<file path="config.mk">
export PLATFORM = sky130hd
export DESIGN_NAME = fma16_fdiv_iter
export DESIGN_NICKNAME = d
export VERILOG_FILES = /design/src/rtl/fma16_pkg.sv /design/src/rtl/fma16_div_step.sv /design/src/rtl/fma16_fdiv_iter.sv
export SDC_FILE = /design/constraint.sdc
export NUM_CORES = 1
export LEC_CHECK = 0
export ABC_AREA = 1
export BUFFER_PORTS_ARGS = -buffer_cell sky130_fd_sc_hd__buf_2
export CORE_MARGIN = 3
export CORE_UTILIZATION = 60
export CTS_CLUSTER_SIZE = 28
export DETAILED_ROUTE_END_ITERATION = 6
export GPL_ROUTABILITY_DRIVEN = 0
export PLACE_DENSITY_LB_ADDON = 0.2
export SETUP_SLACK_MARGIN = 0.2
export SYNTH_ARGS = -nofsm -noshare
export SYNTH_HDL_FRONTEND = slang
export SYNTH_HIERARCHICAL = 1
export SYNTH_SLANG_ARGS = --single-unit
export TNS_END_PERCENT = 10
</file>
<file path="constraint.sdc">
create_clock -name clk -period 4.7 [get_ports clk]
set_clock_uncertainty 0.15 [all_clocks]
set_input_delay 0.94 -clock clk [delete_from_list [all_inputs] [get_ports clk]]
set_output_delay 0.94 -clock clk [all_outputs]
set_load 0.03 [all_outputs]
</file>
<file path="src/rtl/fma16_pkg.sv">
// Shared definitions for the fma16 datapath: FSM states, flag bit positions
// and binary16 special-value constants.
package fma16_pkg;

  typedef enum logic [2:0] {
    IDLE,
    UNPACK,
    DIV,
    ROUND,
    DONE
  } state_t;

  // Flag vector layout: {NV, DZ, OF, UF, NX}
  localparam int unsigned FLAG_NV = 4;
  localparam int unsigned FLAG_DZ = 3;
  localparam int unsigned FLAG_OF = 2;
  localparam int unsigned FLAG_UF = 1;
  localparam int unsigned FLAG_NX = 0;

  localparam logic [15:0] QNAN    = 16'h7E00;
  localparam logic [15:0] INF     = 16'h7C00;
  localparam logic [15:0] MAXNORM = 16'h7BFF;
  localparam int          BIAS    = 15;

endpackage

</file>
<file path="src/rtl/fma16_div_step.sv">
// Combinational restoring-division step: retires BPC quotient bits from the
// running remainder against an 11-bit divisor.
module fma16_div_step #(
  parameter int BPC = 1
) (
  input  logic [11:0]    rem_i,
  input  logic [10:0]    div_i,
  output logic [11:0]    rem_o,
  output logic [BPC-1:0] q_o
);

  logic [11:0] r;
  logic [12:0] trial;

  // The remainder stays below the divisor (< 2^11), so the left shift never drops a set bit.
  always_comb begin
    r     = rem_i;
    trial = '0;
    q_o   = '0;
    for (int unsigned i = 0; i < BPC; i++) begin
      trial = {1'b0, r} - {2'b00, div_i};
      if (!trial[12]) begin
        q_o[BPC-1-i] = 1'b1;
        r            = trial[11:0];
      end
      r = {r[10:0], 1'b0};
    end
    rem_o = r;
  end

endmodule

</file>
<file path="src/rtl/fma16_fdiv_iter.sv">
// Iterative binary16 divider (x / y) with valid/ready ports, DAZ inputs and flush-to-zero outputs.
// Rounding: FDIV16_RNE_EN selects round-to-nearest-even; otherwise round toward zero.
module fma16_fdiv_iter #(
  parameter int BPC = 1
) (
  input  logic        clk,
  input  logic        reset,
  input  logic        in_valid,
  output logic        in_ready,
  input  logic [15:0] x,
  input  logic [15:0] y,
  output logic        out_valid,
  input  logic        out_ready,
  output logic [15:0] result,
  output logic [4:0]  flags
);
  import fma16_pkg::*;

  localparam int unsigned NCYC = (13 + BPC - 1) / BPC;
  localparam int unsigned QW   = NCYC * BPC;

  state_t             state_q, state_d;
  logic [15:0]        x_q, x_d, y_q, y_d;
  logic               sign_q, sign_d;
  logic signed [6:0]  e_q, e_d;
  logic [10:0]        my_q, my_d;
  logic [11:0]        rem_q, rem_d;
  logic [QW-1:0]      q_q, q_d;
  logic [3:0]         cnt_q, cnt_d;
  logic [15:0]        result_q, result_d;
  logic [4:0]         flags_q, flags_d;
  logic               out_valid_q, out_valid_d;

  logic [11:0]        step_rem;
  logic [BPC-1:0]     step_q;

  fma16_div_step #(.BPC(BPC)) u_step (
    .rem_i (rem_q),
    .div_i (my_q),
    .rem_o (step_rem),
    .q_o   (step_q)
  );

  // Operand classification
  logic [4:0]  ex, ey;
  logic        x_nan, y_nan, x_inf, y_inf, x_zero, y_zero, sgn;
  logic        is_special;
  logic [15:0] spec_res;
  logic [4:0]  spec_fl;

  always_comb begin
    ex         = x_q[14:10];
    ey         = y_q[14:10];
    x_nan      = (ex == 5'h1F) && (x_q[9:0] != '0);
    y_nan      = (ey == 5'h1F) && (y_q[9:0] != '0);
    x_inf      = (ex == 5'h1F) && (x_q[9:0] == '0);
    y_inf      = (ey == 5'h1F) && (y_q[9:0] == '0);
    x_zero     = (ex == '0);
    y_zero     = (ey == '0);
    sgn        = x_q[15] ^ y_q[15];
    is_special = 1'b1;
    spec_res   = '0;
    spec_fl    = '0;
    if (x_nan || y_nan) begin
      spec_res         = QNAN;
      spec_fl[FLAG_NV] = 1'b1;
    end else if ((x_zero && y_zero) || (x_inf && y_inf)) begin
      spec_res         = QNAN;
      spec_fl[FLAG_NV] = 1'b1;
    end else if (!x_inf && y_zero) begin
      spec_res         = {sgn, INF[14:0]};
      spec_fl[FLAG_DZ] = 1'b1;
    end else if (x_inf) begin
      spec_res = {sgn, INF[14:0]};
    end else if (x_zero || y_inf) begin
      spec_res = {sgn, 15'h0000};
    end else begin
      is_special = 1'b0;
    end
  end

  // Normalise, round and range-check the quotient
  logic [QW:0]        qx;
  logic [12:0]        q13;
  logic               low_st, g, st, inc;
  logic [10:0]        sig, sig_r;
  logic [11:0]        sum;
  logic signed [6:0]  en, er;
  logic [15:0]        rnd_res;
  logic [4:0]         rnd_fl;

  always_comb begin
    qx     = {q_q, 1'b0};
    q13    = qx[QW -: 13];
    low_st = (|qx[QW-13:0]) | (|rem_q);
    if (q13[12]) begin
      sig = q13[12:2];
      g   = q13[1];
      st  = q13[0] | low_st;
      en  = e_q;
    end else begin
      sig = q13[11:1];
      g   = q13[0];
      st  = low_st;
      en  = e_q - 7'sd1;
    end
`ifdef FDIV16_RNE_EN
    inc = g & (st | sig[0]);
`else
    inc = 1'b0;
`endif
    sum    = {1'b0, sig} + {11'h000, inc};
    sig_r  = sum[11] ? sum[11:1] : sum[10:0];
    er     = sum[11] ? (en + 7'sd1) : en;
    rnd_fl = '0;
    rnd_fl[FLAG_NX] = g | st;
    if (er >= 7'sd31) begin
`ifdef FDIV16_RNE_EN
      rnd_res = {sign_q, INF[14:0]};
`else
      rnd_res = {sign_q, MAXNORM[14:0]};
`endif
      rnd_fl[FLAG_OF] = 1'b1;
      rnd_fl[FLAG_NX] = 1'b1;
    end else if (er <= 7'sd0) begin
      rnd_res         = {sign_q, 15'h0000};
      rnd_fl[FLAG_UF] = 1'b1;
      rnd_fl[FLAG_NX] = 1'b1;
    end else begin
      rnd_res = {sign_q, er[4:0], sig_r[9:0]};
    end
  end

  always_comb begin
    state_d     = state_q;
    x_d         = x_q;
    y_d         = y_q;
    sign_d      = sign_q;
    e_d         = e_q;
    my_d        = my_q;
    rem_d       = rem_q;
    q_d         = q_q;
    cnt_d       = cnt_q;
    result_d    = result_q;
    flags_d     = flags_q;
    out_valid_d = out_valid_q;
    case (state_q)
      IDLE: begin
        if (in_valid) begin
          x_d     = x;
          y_d     = y;
          state_d = UNPACK;
        end
      end
      UNPACK: begin
        sign_d = sgn;
        e_d    = $signed({2'b00, ex}) - $signed({2'b00, ey}) + 7'(BIAS);
        my_d   = {1'b1, y_q[9:0]};
        rem_d  = {2'b01, x_q[9:0]};
        q_d    = '0;
        cnt_d  = '0;
        if (is_special) begin
          result_d = spec_res;
          flags_d  = spec_fl;
          state_d  = DONE;
        end else begin
          state_d = DIV;
        end
      end
      DIV: begin
        rem_d = step_rem;
        q_d   = {q_q[QW-BPC-1:0], step_q};
        cnt_d = cnt_q + 4'd1;
        if (cnt_q == 4'(NCYC - 1)) state_d = ROUND;
      end
      ROUND: begin
        result_d    = rnd_res;
        flags_d     = rnd_fl;
        out_valid_d = 1'b1;
        state_d     = DONE;
      end
      DONE: begin
        // Special results arrive in DONE with out_valid still low; raise it one cycle later.
        if (!out_valid_q) begin
          out_valid_d = 1'b1;
        end else if (out_ready) begin
          out_valid_d = 1'b0;
          state_d     = IDLE;
        end
      end
      default: state_d = IDLE;
    endcase
  end

  always_ff @(posedge clk) begin
    if (reset) begin
      state_q     <= IDLE;
      x_q         <= '0;
      y_q         <= '0;
      sign_q      <= 1'b0;
      e_q         <= '0;
      my_q        <= '0;
      rem_q       <= '0;
      q_q         <= '0;
      cnt_q       <= '0;
      result_q    <= '0;
      flags_q     <= '0;
      out_valid_q <= 1'b0;
    end else begin
      state_q     <= state_d;
      x_q         <= x_d;
      y_q         <= y_d;
      sign_q      <= sign_d;
      e_q         <= e_d;
      my_q        <= my_d;
      rem_q       <= rem_d;
      q_q         <= q_d;
      cnt_q       <= cnt_d;
      result_q    <= result_d;
      flags_q     <= flags_d;
      out_valid_q <= out_valid_d;
    end
  end

  assign in_ready  = (state_q == IDLE);
  assign out_valid = out_valid_q;
  assign result    = result_q;
  assign flags     = flags_q;

endmodule

</file>
Yosys cells after proc, flatten, opt, wreduce, memory -nomap -nowiden. Index checks and enable logic that the tools add are counted.

Register bits after elaboration: 105.

$add $sub $neg: 5. Bitwise operators: 3. Reduce and logical (&&, ||, !) cells: 25. Magnitude comparators: 2. Equality and inequality tests: 12. Muxes and demuxes: 43.

Operators with widths (count): 16-bit two-way mux (6); 16-bit case mux with 2 select lines (1); 15-bit two-way mux (2); 13-bit case mux with 2 select lines (1); 12-bit case mux with 2 select lines (1); 10-bit logical NOT (2); 10-bit nonzero test (2); 1-bit two-way mux (18); 3-bit two-way mux (5); 3-bit case mux with 5 select lines (1); 12-bit by 11-bit subtractor with 13-bit output (1); 12-bit OR reduction (1); 11-bit two-way mux (1); 5-bit equality test (second input constant) (2); 5-bit logical NOT (2); 10-bit two-way mux (1); 2-bit != test (second input constant) (5); 5-bit case mux with 2 select lines (1); 4-bit case mux with 2 select lines (1); 6-bit by 5-bit adder with 7-bit output (second input constant) (1); 7-bit by 6-bit >= comparator with 1-bit output (second input constant) (1); 7-bit by 1-bit <= comparator with 1-bit output (second input constant) (1); 1-bit logical AND (7); 7-bit two-way mux (1); 18 further kinds (25).

Logic depth before layout (Yosys ltp).
Depth after elaboration: 10. Depth in mapped cells: 14. Depth with buffers taken out: 14.

Modules after synthesis. The synthesis kept the hierarchy.

Modules (own cells, without submodules): fma16_fdiv_iter (instances 1, area each 4981.0 um^2, cells an instance 700, seq. area each 2102.0 um^2); fma16_div_step (instances 1, area each 879.6 um^2, cells an instance 157, seq. area each 0.0 um^2).

Worst setup path before layout. No wires, ideal clock.

Kind: flip-flop to flip-flop. Start point: register rem_q[0]. End point: register rem_q[3]. Stages on the path, launching flop included: 13. Setup time: 0.118 ns. Arrival: 1.950 ns. Period minus slack after synthesis: 2.217 ns. Path buffers: 1. Path slack: 2.483 ns. Path through: dfxtp_1 -> inv_1 -> ha_1 -> fa_1 -> inv_1 -> nand3_1 -> nand3_1 -> nand3_2 -> nand3_4 -> buf_12 -> o21ai_1 -> o221ai_1 -> nor2_1.

Longest elaborated chain between the ends: 3.

RTL lines: from (decl) (RTL line fma16_fdiv_iter.sv:27) `logic [11:0] rem_q, rem_d;`; from (signal assigned) (RTL line fma16_fdiv_iter.sv:216) `rem_q <= rem_d;`; 12-bit by 11-bit subtractor with 13-bit output (RTL line fma16_div_step.sv:21) `trial = {1'b0, r} - {2'b00, div_i};`; 11-bit two-way mux (RTL line fma16_div_step.sv:22) `if (!trial[12]) begin`; named net step_rem[3] (RTL line fma16_fdiv_iter.sv:34) `logic [11:0] step_rem;`; 12-bit case mux with 2 select lines (RTL line fma16_fdiv_iter.sv:147) `case (state_q)`.

The timed path passes the listed nets, and every way through them passes these cells. A chain may end at the register's enable or synchronous reset.

Worst setup path after layout.
Start point: register state_q[2]. End point: output in_ready.

Longest elaborated chain between the ends: 1.

RTL lines: from (decl) (RTL line fma16_fdiv_iter.sv:22) `state_t state_q, state_d;`; from (signal assigned) (RTL line fma16_fdiv_iter.sv:210) `state_q <= state_d;`; 3-bit logical NOT (RTL line fma16_fdiv_iter.sv:225) `assign in_ready = (state_q == IDLE);`; to (decl) (RTL line fma16_fdiv_iter.sv:9) `output logic in_ready,`.

Every way passes these cells.

==> flow_summary.yaml <==
outcome:
  status: "completed"
worst_setup_path:
  cpPeakStageDelay_ps: 360
  worstPathRequired_ps: 3610
  crit_slowest_cell: "dfxtp_1"
  cp_top_family: "simple AND/OR/NAND/NOR gates"
  critPathKind: "flip-flop to output port"
  cp-end-kind: "output port"
  startpoint_type: "flip-flop"
  arrival_ps: 1550
  path_cells: "nor2_1, inv_1, nor2_4, buf_2"
  path_buf_inv: 2
  critPathMaxFanout: 18
timing:
  period_share_pct: 56.1
  whs_ps: 316
  fmax_mhz: 379
  relSlewSlack_pct: 50.1
  layout_min_cycle_time_ps: 2640
  rsz0062_at_grt: "no"
  tightestPinTransition_ps: 747
  setup_viol: 0
  finalMaxSlewViolations: 0
  finalSetupTns_ps: 0
  layout_setup_ws_ps: 2060
  hold_viol: 0
synthesis:
  ys_warn_count: 6
  yosysSeqAreaShare_pct: 35.9
  synth_cells: 857
  avgSynthCellArea_um2: 6.84
  ys.flop_type: "dfxtp_1"
  syn-cell-area_mm2: 0.00586
  synth_top_area_share_pct: 35.9
  synth.area.top_cells: "dfxtp_1, nand2_1, a21oi_1"
  yosysTopAreaCell: "dfxtp_1"
  yosys-top-cells-count: "nand2_1, dfxtp_1, inv_1"
  ys_ff_latch: 105
  synth_nets: 915
  synth_edf_count: 0
  synth.most_common_cell: "nand2_1"
  ys_async_sr_fraction_pct: 0
  synth_cell_types: 48
route:
  drc: 0
  routedWlPerCell_um: 13.5
  vias_per_cell: 5.45
  drt-total-wl_um: 13800
  drt_iter0_drc: 414
  num_vias: 5589
  ant_nets: 0
  dr.pass1.iters: 5
grt:
  track_usage_pct: 25.7
  grt_pass1_vias: 5101
  antenna_found_initial: 0
  grt_max_degree: 61
  grt_overflow_total: 0
  grt_pass1_wl_um: 23700
die:
  dieArea_mm2: 0.0110
  die_w_um: 105
  die_h_um: 105
  initial_core_util_pct: 62.5
  num_rows: 35
  io_pins: 59
  coreArea_mm2: 0.00937
power:
  p_leak_nw: 2.86
  p_total_mw: 4.92
  power-per-cell-area_mw_per_mm2: 780
  peakVddDrop_v: 0.000395
job:
  drv_cap: 0
placement:
  dp_slack_ps: 2240
  dp_hpwl_um: 10300
  placed_cells: 1009
  io_buffers: 58
final_layout:
  drive_gt1_share_pct: 14.2
  antenna_cells: 0
  seqCellArea_mm2: 0.00210
  fillCellCount: 886
  fin_cells: 1025
  area_growth_pct: 7.58
  multi_input_area_mm2: 0.00316
  final_nets: 949
clock_network:
  cts_resized: 0
  postCtsHoldBufs: 0
  cts.sinks: 105
  postCtsSetupBuffers: 0
  ctsHtreeMaxLevel: 3
  worstSkewPairLatency_ps: 370
  clkTransAtPathRegs_ps: 100
  cts-buffers-inserted: 9
  cts_tree: "done"
  clock-root-buffer: "clkbuf_8"
  clk_path_buf_depth: 2
worst_hold_path:
  hold_class: "flip-flop to flip-flop"
==> per-layer routing <==
layer	track usage, %	wire length [µm]	vias up
li1	-	-	2844
met5	0	0	-
met2	39.7	6110	186
met4	6.84	205	0
met3	4.45	895	23
met1	37.1	6590	2536
==> sequential cells by signal, summed over array words and instances (netlist names), 4 cells and up <==
name,cells
result,16
x_q,16
y_q,16
q13,13
rem_q,12
my_q,11
e_q,7
flags,5
cnt_q,4
==> worst min-delay path, delay by kind of cell (launching register included) <==
family / cells / cell delay, ps
and+or+nand+nor: 1 / 60
AOI/OAI and AO/OA: 1 / 50
DFF: 1 / 320
==> final cells by class <==
cell class / count / area share, %
multi-input combinational: 615 / 50.2
sequential: 105 / 33.3
inverter: 99 / 5.93
timing repair buffer: 61 / 4.96
tap: 129 / 2.56
clock buffer: 10 / 2.02
clock inverter: 6 / 0.992
==> report_power, final <==
part	total, mW	switching (mW)	internal [mW]	leakage, nW
Clock	0.542	0.336	0.206	0.0957
Combinational	3.06	2.07	0.988	1.91
Sequential	1.31	0.194	1.12	0.857
Total	4.92	2.60	2.31	2.86
==> path summary, 6_finish.rpt <==
| check | to | slack (ps) | depth (start not counted) | from |
|---|---|---|---|---|
| min | flags[3] | 320 | 2 | flags[3] |
| min reg2reg | flags[3] | 320 | 2 | flags[3] |
| max | in_ready | 2060 | 4 | state_q[2] |
| max reg2reg | rem_q[1] | 2190 | 12 | rem_q[0] |
==> stage by stage <==
| stage | util (%) | area [µm²] |
|---|---|---|
| after detailed placement | 65.2 | 6110 |
| after global placement | 65.2 | 6110 |
| final | 67.3 | 6300 |
| after global routing | 67.3 | 6300 |
| after CTS | 67.3 | 6300 |
| after floorplan | - | 5860 |
==> cell usage in the layout, fill, tap and decap left out, drive strengths merged, types with 3 or more instances in the layout <==
master  netlist  routed
buf          19      61
nand4         9       9
clkbuf       19      10
xor2          4       4
nand3b        4       4
clkinv        3       7
ha           20      20
dfxtp       105     105
nand2       250     250
nor4          3       3
o21bai        3       3
nor3          5       5
a21oi        90      90
o221ai       10      10
nand3        70      70
inv          96      98
o21ai        45      45
nor2         86      86
==> kinds of logic (layout without fill, tap and decap cells) <==
group	Yosys count	count (layout)	share of synthesized area (%)
compound gates	155	155	15.4
flops	105	105	35.9
fa+ha+maj	22	22	4.95
xor+xnor	6	6	0.897
buf+inv	137	176	10.1
simple gates	431	431	32.7
other cells	1	1	0.0640
Power figures use the tool's default switching activity.
